--- config.mk ---
export PLATFORM = sky130hd
export DESIGN_NAME = apb_master_bridge
export DESIGN_NICKNAME = d
export VERILOG_FILES = /design/src/rtl/apb_pkg.sv /design/src/rtl/apb_master_wdt.sv /design/src/rtl/apb_master_bridge.sv
export SDC_FILE = /design/constraint.sdc
export NUM_CORES = 1
export LEC_CHECK = 0
export ABC_AREA = 1
export CAP_MARGIN = 20
export CORE_ASPECT_RATIO = 0.9
export CORE_UTILIZATION = 41
export CTS_BUF_LIST = sky130_fd_sc_hd__clkbuf_16
export CTS_CLUSTER_DIAMETER = 50
export DETAILED_ROUTE_END_ITERATION = 6
export PLACE_DENSITY = 0.8
export RECOVER_POWER = 100
export SLEW_MARGIN = 20
export SYNTH_ARGS = -nofsm -noshare
export SYNTH_HDL_FRONTEND = slang
export SYNTH_SLANG_ARGS = --single-unit
--- constraint.sdc ---
create_clock -name pclk -period 1.9 [get_ports pclk]
set_input_delay 0.285 -clock pclk [delete_from_list [all_inputs] [get_ports pclk]]
set_output_delay 0.285 -clock pclk [all_outputs]
set_load 0.005 [all_outputs]
--- src/rtl/apb_pkg.sv ---
// Shared APB definitions: default bus widths and the requester FSM state encoding.
package apb_pkg;

    localparam int unsigned APB_ADDR_W = 7;
    localparam int unsigned APB_DATA_W = 32;

    typedef enum logic [1:0] {
        IDLE   = 2'd0,
        SETUP  = 2'd1,
        ACCESS = 2'd2,
        RESP   = 2'd3
    } apb_master_state_e;

endpackage : apb_pkg

--- src/rtl/apb_master_wdt.sv ---
// ACCESS-phase watchdog: counts wait-state cycles and flags the cycle in which
// the count would reach TIMEOUT_CYCLES while the slave is still not ready.
module apb_master_wdt #(
    parameter int unsigned TIMEOUT_CYCLES = 16
) (
    input  logic clk,
    input  logic rst_n,
    input  logic clear_i,
    input  logic cnt_en_i,
    input  logic pready_i,
    output logic expired_c
);

    localparam int unsigned CNT_W = $clog2(TIMEOUT_CYCLES + 1);

    logic [CNT_W-1:0] cnt_q;
    logic [CNT_W-1:0] cnt_d;

    // Next count: clear on SETUP, bump on each unready ACCESS cycle, saturate at the limit.
    always_comb begin
        cnt_d = cnt_q;
        if (clear_i) begin
            cnt_d = '0;
        end else if (cnt_en_i && !pready_i && (cnt_q != CNT_W'(TIMEOUT_CYCLES))) begin
            cnt_d = cnt_q + CNT_W'(1);
        end
    end

    // Wait-state counter register.
    always_ff @(posedge clk or negedge rst_n) begin
        if (!rst_n) begin
            cnt_q <= '0;
        end else begin
            cnt_q <= cnt_d;
        end
    end

    // Expiry fires in the cycle whose unready edge makes the count hit the limit.
    always_comb begin
        expired_c = cnt_en_i && !pready_i && (cnt_q == CNT_W'(TIMEOUT_CYCLES - 1));
    end

endmodule : apb_master_wdt

--- src/rtl/apb_master_bridge.sv ---
// APB requester bridge: turns a valid/ready command stream into APB SETUP/ACCESS
// transfers and returns one response per command. Only one transfer is ever in flight.
// Optional ACCESS watchdog enabled by defining APB_MASTER_BRIDGE_TIMEOUT_EN.
module apb_master_bridge
    import apb_pkg::*;
#(
    parameter int unsigned ADDR_W         = APB_ADDR_W,
    parameter int unsigned DATA_W         = APB_DATA_W,
    parameter int unsigned TIMEOUT_CYCLES = 16
) (
    input  logic              pclk,
    input  logic              presetn,
    input  logic              cmd_valid,
    output logic              cmd_ready,
    input  logic              cmd_write,
    input  logic [ADDR_W-1:0] cmd_addr,
    input  logic [DATA_W-1:0] cmd_wdata,
    output logic              rsp_valid,
    input  logic              rsp_ready,
    output logic [DATA_W-1:0] rsp_rdata,
    output logic              rsp_err,
    output logic              psel,
    output logic              penable,
    output logic              pwrite,
    output logic [ADDR_W-1:0] paddr,
    output logic [DATA_W-1:0] pwdata,
    input  logic [DATA_W-1:0] prdata,
    input  logic              pready,
    input  logic              pslverr
);

    if (TIMEOUT_CYCLES == 0) begin : g_bad_timeout
        $error("apb_master_bridge: TIMEOUT_CYCLES must be at least 1");
    end

    apb_master_state_e state_q, state_d;

    logic              cmd_ready_q, cmd_ready_d;
    logic              rsp_valid_q, rsp_valid_d;
    logic [DATA_W-1:0] rsp_rdata_q, rsp_rdata_d;
    logic              rsp_err_q,   rsp_err_d;
    logic              psel_q,      psel_d;
    logic              penable_q,   penable_d;
    logic              pwrite_q,    pwrite_d;
    logic [ADDR_W-1:0] paddr_q,     paddr_d;
    logic [DATA_W-1:0] pwdata_q,    pwdata_d;

    logic              timeout_c;

`ifdef APB_MASTER_BRIDGE_TIMEOUT_EN
    logic wdt_clear_c;
    logic wdt_cnt_en_c;

    // Watchdog is armed in SETUP and counts only while the ACCESS phase is stalled.
    always_comb begin
        wdt_clear_c  = (state_q == SETUP);
        wdt_cnt_en_c = (state_q == ACCESS);
    end

    apb_master_wdt #(
        .TIMEOUT_CYCLES (TIMEOUT_CYCLES)
    ) u_wdt (
        .clk       (pclk),
        .rst_n     (presetn),
        .clear_i   (wdt_clear_c),
        .cnt_en_i  (wdt_cnt_en_c),
        .pready_i  (pready),
        .expired_c (timeout_c)
    );
`else
    assign timeout_c = 1'b0;
`endif

    // Next-state and next-output logic; every register holds unless a state says otherwise.
    always_comb begin
        state_d     = state_q;
        cmd_ready_d = cmd_ready_q;
        rsp_valid_d = rsp_valid_q;
        rsp_rdata_d = rsp_rdata_q;
        rsp_err_d   = rsp_err_q;
        psel_d      = psel_q;
        penable_d   = penable_q;
        pwrite_d    = pwrite_q;
        paddr_d     = paddr_q;
        pwdata_d    = pwdata_q;

        unique case (state_q)
            IDLE: begin
                cmd_ready_d = 1'b1;
                psel_d      = 1'b0;
                penable_d   = 1'b0;
                if (cmd_valid && cmd_ready_q) begin
                    state_d     = SETUP;
                    cmd_ready_d = 1'b0;
                    psel_d      = 1'b1;
                    pwrite_d    = cmd_write;
                    paddr_d     = cmd_addr;
                    pwdata_d    = cmd_write ? cmd_wdata : '0;
                end
            end

            SETUP: begin
                state_d   = ACCESS;
                penable_d = 1'b1;
            end

            ACCESS: begin
                // A ready slave wins over a simultaneous watchdog expiry.
                if (pready) begin
                    state_d     = RESP;
                    psel_d      = 1'b0;
                    penable_d   = 1'b0;
                    rsp_valid_d = 1'b1;
                    rsp_err_d   = pslverr;
                    rsp_rdata_d = pwrite_q ? '0 : prdata;
                end else if (timeout_c) begin
                    state_d     = RESP;
                    psel_d      = 1'b0;
                    penable_d   = 1'b0;
                    rsp_valid_d = 1'b1;
                    rsp_err_d   = 1'b1;
                    rsp_rdata_d = '0;
                end
            end

            RESP: begin
                if (rsp_ready) begin
                    state_d     = IDLE;
                    rsp_valid_d = 1'b0;
                    cmd_ready_d = 1'b1;
                end
            end

            default: begin
                state_d     = IDLE;
                cmd_ready_d = 1'b0;
                rsp_valid_d = 1'b0;
                psel_d      = 1'b0;
                penable_d   = 1'b0;
            end
        endcase
    end

    // State and output registers; reset clears every output and aborts any transfer.
    always_ff @(posedge pclk or negedge presetn) begin
        if (!presetn) begin
            state_q     <= IDLE;
            cmd_ready_q <= 1'b0;
            rsp_valid_q <= 1'b0;
            rsp_rdata_q <= '0;
            rsp_err_q   <= 1'b0;
            psel_q      <= 1'b0;
            penable_q   <= 1'b0;
            pwrite_q    <= 1'b0;
            paddr_q     <= '0;
            pwdata_q    <= '0;
        end else begin
            state_q     <= state_d;
            cmd_ready_q <= cmd_ready_d;
            rsp_valid_q <= rsp_valid_d;
            rsp_rdata_q <= rsp_rdata_d;
            rsp_err_q   <= rsp_err_d;
            psel_q      <= psel_d;
            penable_q   <= penable_d;
            pwrite_q    <= pwrite_d;
            paddr_q     <= paddr_d;
            pwdata_q    <= pwdata_d;
        end
    end

    assign cmd_ready = cmd_ready_q;
    assign rsp_valid = rsp_valid_q;
    assign rsp_rdata = rsp_rdata_q;
    assign rsp_err   = rsp_err_q;
    assign psel      = psel_q;
    assign penable   = penable_q;
    assign pwrite    = pwrite_q;
    assign paddr     = paddr_q;
    assign pwdata    = pwdata_q;

endmodule : apb_master_bridge
# Yosys cells after proc, flatten, opt, wreduce, memory -nomap -nowiden

Index checks and enable logic that the tools add are counted.

Divide/modulo/power cells: 0
Eq/ne operators: 6
Shifts and indexed selects: 0
Reductions and logical operators: 13
Add/subtract/negate cells: 0
Multiply operators: 0
Multiplexer cells: 16
Bitwise operators: 0
Magnitude comparators: 0

Operators with widths:

| cell                                                            | count |
|---|---|
| 32-bit 2-to-1 mux                                               | 2 |
| 2-bit AND reduction                                             | 5 |
| 2-bit case mux with 4 select lines                              | 1 |
| 1-bit 2-to-1 mux                                                | 6 |
| 2-bit 2-to-1 mux                                                | 3 |
| 2-bit != test, second input constant                            | 3 |
| 1-bit case mux with 2 select lines                              | 3 |
| 3-bit AND reduction                                             | 2 |
| 2-bit nonzero test                                              | 3 |
| 2-bit == test, second input constant                            | 2 |
| 1-bit case mux with 3 select lines                              | 1 |
| 3-bit nonzero test                                              | 1 |
| 2-bit by 1-bit == test with 1-bit output, second input constant | 1 |
| 2-bit zero test                                                 | 1 |
| 1-bit logical AND                                               | 1 |

Latch bits: 0
Memory bits (writable): 0
Output and inout port bits: 77
Bits of input ports: 78
Bits in read-only memories: 0
Word-level logic and storage cells: 45
Memories kept: 0
Flip-flop bits (word level): 79

# Depth between registers and ports, before layout

Word-level depth: 3
Gate-level depth with buffers: 9
Depth with buffers taken out: 8

# Worst setup path before layout

OpenSTA, ideal clock, no wires.

Path kind: flip-flop to flip-flop
Start point: register state_q[0]
End point: register pwdata_q[28], in the netlist pwdata[28]
Data arrival time: 1309 ps
Library setup time: 118 ps
Clock period less this slack: 1427 ps
Setup slack: 473 ps
Buffers on the path: 2
Stages on the path, launching flop included: 10
Path through: dfrtp_1 > inv_1 > ha_1 > inv_2 > nor2_4 > inv_2 > buf_6 > buf_6 > nand2_1 > nand2_1

Longest elaborated chain between the ends: 2

RTL lines:

| item                                 | RTL line                 | text |
|---|---|---|
| start: declaration                   | apb_master_bridge.sv:36  | `apb_master_state_e state_q, state_d;` |
| start signal: assignment             | apb_master_bridge.sv:158 | `state_q <= state_d;` |
| 2-bit zero test                      | apb_master_bridge.sv:87  | `unique case (state_q)` |
| 2-bit AND reduction (no source line) | --                       |  |
| end signal: assignment               | apb_master_bridge.sv:167 | `pwdata_q <= pwdata_d;` |
| end: declaration                     | apb_master_bridge.sv:46  | `logic [DATA_W-1:0] pwdata_q, pwdata_d;` |

Every way passes these cells.
A chain may end at the register's enable or synchronous reset.

# Final worst setup path

Start point: register state_q[0]
End point: register pwdata_q[19], in the netlist pwdata[19]

Same word-level chain as after synthesis.

==> impl_metrics.yaml <==
sta:
  fin_crit_ns: 1.70
  fin_tns_setup_ns: 0
  setup_viol: 0
  worst_slew_pin_slew_ns: 1.16
  min_period_over_period: 0.897
  rsz0062_at_grt: "no"
  holdWs_ns: 0.465
  max_slew_margin: 0.230
  finClkSkew_ns: 0.00796
  fmax_mhz: 587
  hold_viol: 0
  final-max-slew-violation-count: 0
global_route:
  met3_usage: 0.0482
  grt_pass1_vias: 2790
  grt.total_usage: 0.211
  grt_pass1_wl_mm: 13.5
  grt_use_met2: 0.341
  grtUsageMet1: 0.280
  antenna_found_initial: 0
  grt.busiest_layer: "met2"
  grt_overflow_total: 0
  grt_max_degree: 66
synthesis:
  ys_seq_elements: 79
  ys_warn_count: 0
  ys_top_cells_by_area: "dfrtp_1, nand2_1, nand3_1"
  avgSynthCellArea_um2: 8.83
  synth_top_cell_by_area: "dfrtp_1"
  syn_nets: 455
  seq_area_frac_synth: 0.605
  synth_top_area_frac: 0.605
  postSynthCellCount: 370
  synth_cell_types: 15
  synth_area_mm2: 0.00327
worst_setup_path:
  crit_arrival_ns: 1.96
  worstSetupPathType: "reg2reg"
  worst-path-max-fanout: 39
  cpLargestDelayFamily: "buffers and inverters"
  start_kind: "flip-flop"
  end_kind: "flip-flop"
  cp.required_ns: 2.15
  worst-path-buf-inv: 3
  cpPeakStageDelay_ns: 0.46
  cpMaxStageDelayCell: "inv_2"
  crit_chain: "inv_1, ha_1, inv_2, nor2_1, inv_2, nand2_1, nand2_1"
route:
  drt_pre_antenna_iters: 4
  drc: 0
  wirelength_mm: 8.57
  avgViaCountPerCell: 4.70
  num_vias: 2917
  wl_per_cell_um: 13.8
  ant_nets: 0
  drt_iter0_markers: 143
clock_tree:
  cts_made_buffers: 9
  clock_path_buffers: 2
  clk_pin_slew_ns: 0.06
  cts_tree: "built"
  clk_latency_ns: 0.32
  clock_sinks: 79
  cts.htree.levels: 3
  cts_resized: 0
  root_buffer: "clkbuf_16"
power:
  p_per_area_mw_per_mm2: 1370
  peakVddDrop_uv: 681
  leakagePower_nw: 2.63
place:
  detailed_place_hpwl_mm: 5.99
  place_area_mm2: 0.00489
  gp_congestion: 0.773
  port_buffers: 154
  dp_cells: 604
final_layout:
  n_antenna_cell: 0
  drive_gt1_frac: 0.0457
  final_cell_mix: "nand2_1, dfrtp_1, dlygate4sd3_1, clkdlybuf4s50_1"
  post-route-cell-area_mm2: 0.00515
  area_delta_synth_final_pct: 57.7
  final_nets: 605
  fill_cells: 620
  final_common_cell: "nand2_1"
  final_cells: 621
floorplan:
  die_y_um: 86.7
  coreArea_mm2: 0.00762
  io_pins: 155
  dieWidth_um: 96.1
  rows: 30
  die_area_mm2: 0.00833
  initial_core_util: 0.429
run:
  cap_viol_max_count: 0
outcome:
  status: "completed"
min_path:
  hp-class: "reg2reg"
-- report_power, final --
part | internal (mW) | leakage, nW | switching, mW | total, mW
logic | 1.46 | 1.48 | 1.32 | 2.77
registers | 2.36 | 1.02 | 0.376 | 2.74
clock network | 0.873 | 0.130 | 0.651 | 1.52
-- tightest hold or removal path, stage by stage (launching register included) --
cell and delay, ns:
dfrtp_1 0.34, nand2_1 0.05, nand2_1 0.05
-- synthesized netlist by cell type, drive strengths merged --
library cell and count:
nor2 1, buf 13, nand4 2, ha 7, nand2 175, clkbuf 9, nand3 36, o211ai 1
o21ai 36, dfrtp 79, inv 11
-- timing repair --
| action | CTS | global route |
|---|---|---|
| hold endpoints to repair | 25 | 0 |
| hold buffers | 1 | 0 |
| buffers inserted | 0 | 0 |
-- cell families after synthesis --
| logic type | Yosys count | synth area share |
|---|---|---|
| DFF | 79 | 0.605 |
| buffers and inverters | 33 | 0.0460 |
| AOI/OAI and AO/OA | 37 | 0.0575 |
| adders and majority gates | 7 | 0.0268 |
| and+or+nand+nor | 214 | 0.264 |
-- final cells by class --
type / instances / area (um2) / area share
well taps: 96 / 120 / 0.0233
multi-input cells: 258 / 1130 / 0.220
clock buffers: 9 / 225 / 0.0437
repair buffers: 161 / 1620 / 0.314
clock inverters: 7 / 38.8 / 0.00753
flip-flops and latches: 79 / 1980 / 0.384
inverters: 11 / 41.3 / 0.00802
-- stage by stage --
stage                util  total power [mW]  setup slack [ns]
floorplan               -              4.00             0.473
global placement    0.642              5.72             0.310
detailed placement  0.642              5.85             0.212
CTS                 0.678              7.41             0.188
global route        0.676              7.60            0.0221
finish              0.676              7.04             0.196
-- registers in the layout, indices dropped and copies added (netlist names) --
register / cells
pwdata: 32
rsp_rdata: 32
paddr: 7
state_q: 2
cmd_ready: 1
penable: 1
psel: 1
pwrite: 1
rsp_err: 1
rsp_valid: 1
-- worst paths after layout --
path,from,to,slack [ns],depth (start not counted)
worst max-delay path,state_q[0],pwdata[19],0.20,7
worst min-delay path,penable,penable,0.47,2
worst max register to register,state_q[0],pwdata[19],0.20,7
worst min register to register,penable,penable,0.47,2
max in group asynchronous,presetn,paddr[1],0.38,3
min in group asynchronous,presetn,penable,0.74,2
-- layer usage --
| layer | share of wire | vias to the layer above |
|---|---|---|
| li1 | - | 1477 |
| met4 | 0.017 | 0 |
| met2 | 0.48 | 100 |
| met5 | 0 | - |
| met3 | 0.072 | 12 |
| met1 | 0.44 | 1328 |
(Power assumes the default switching activity.)
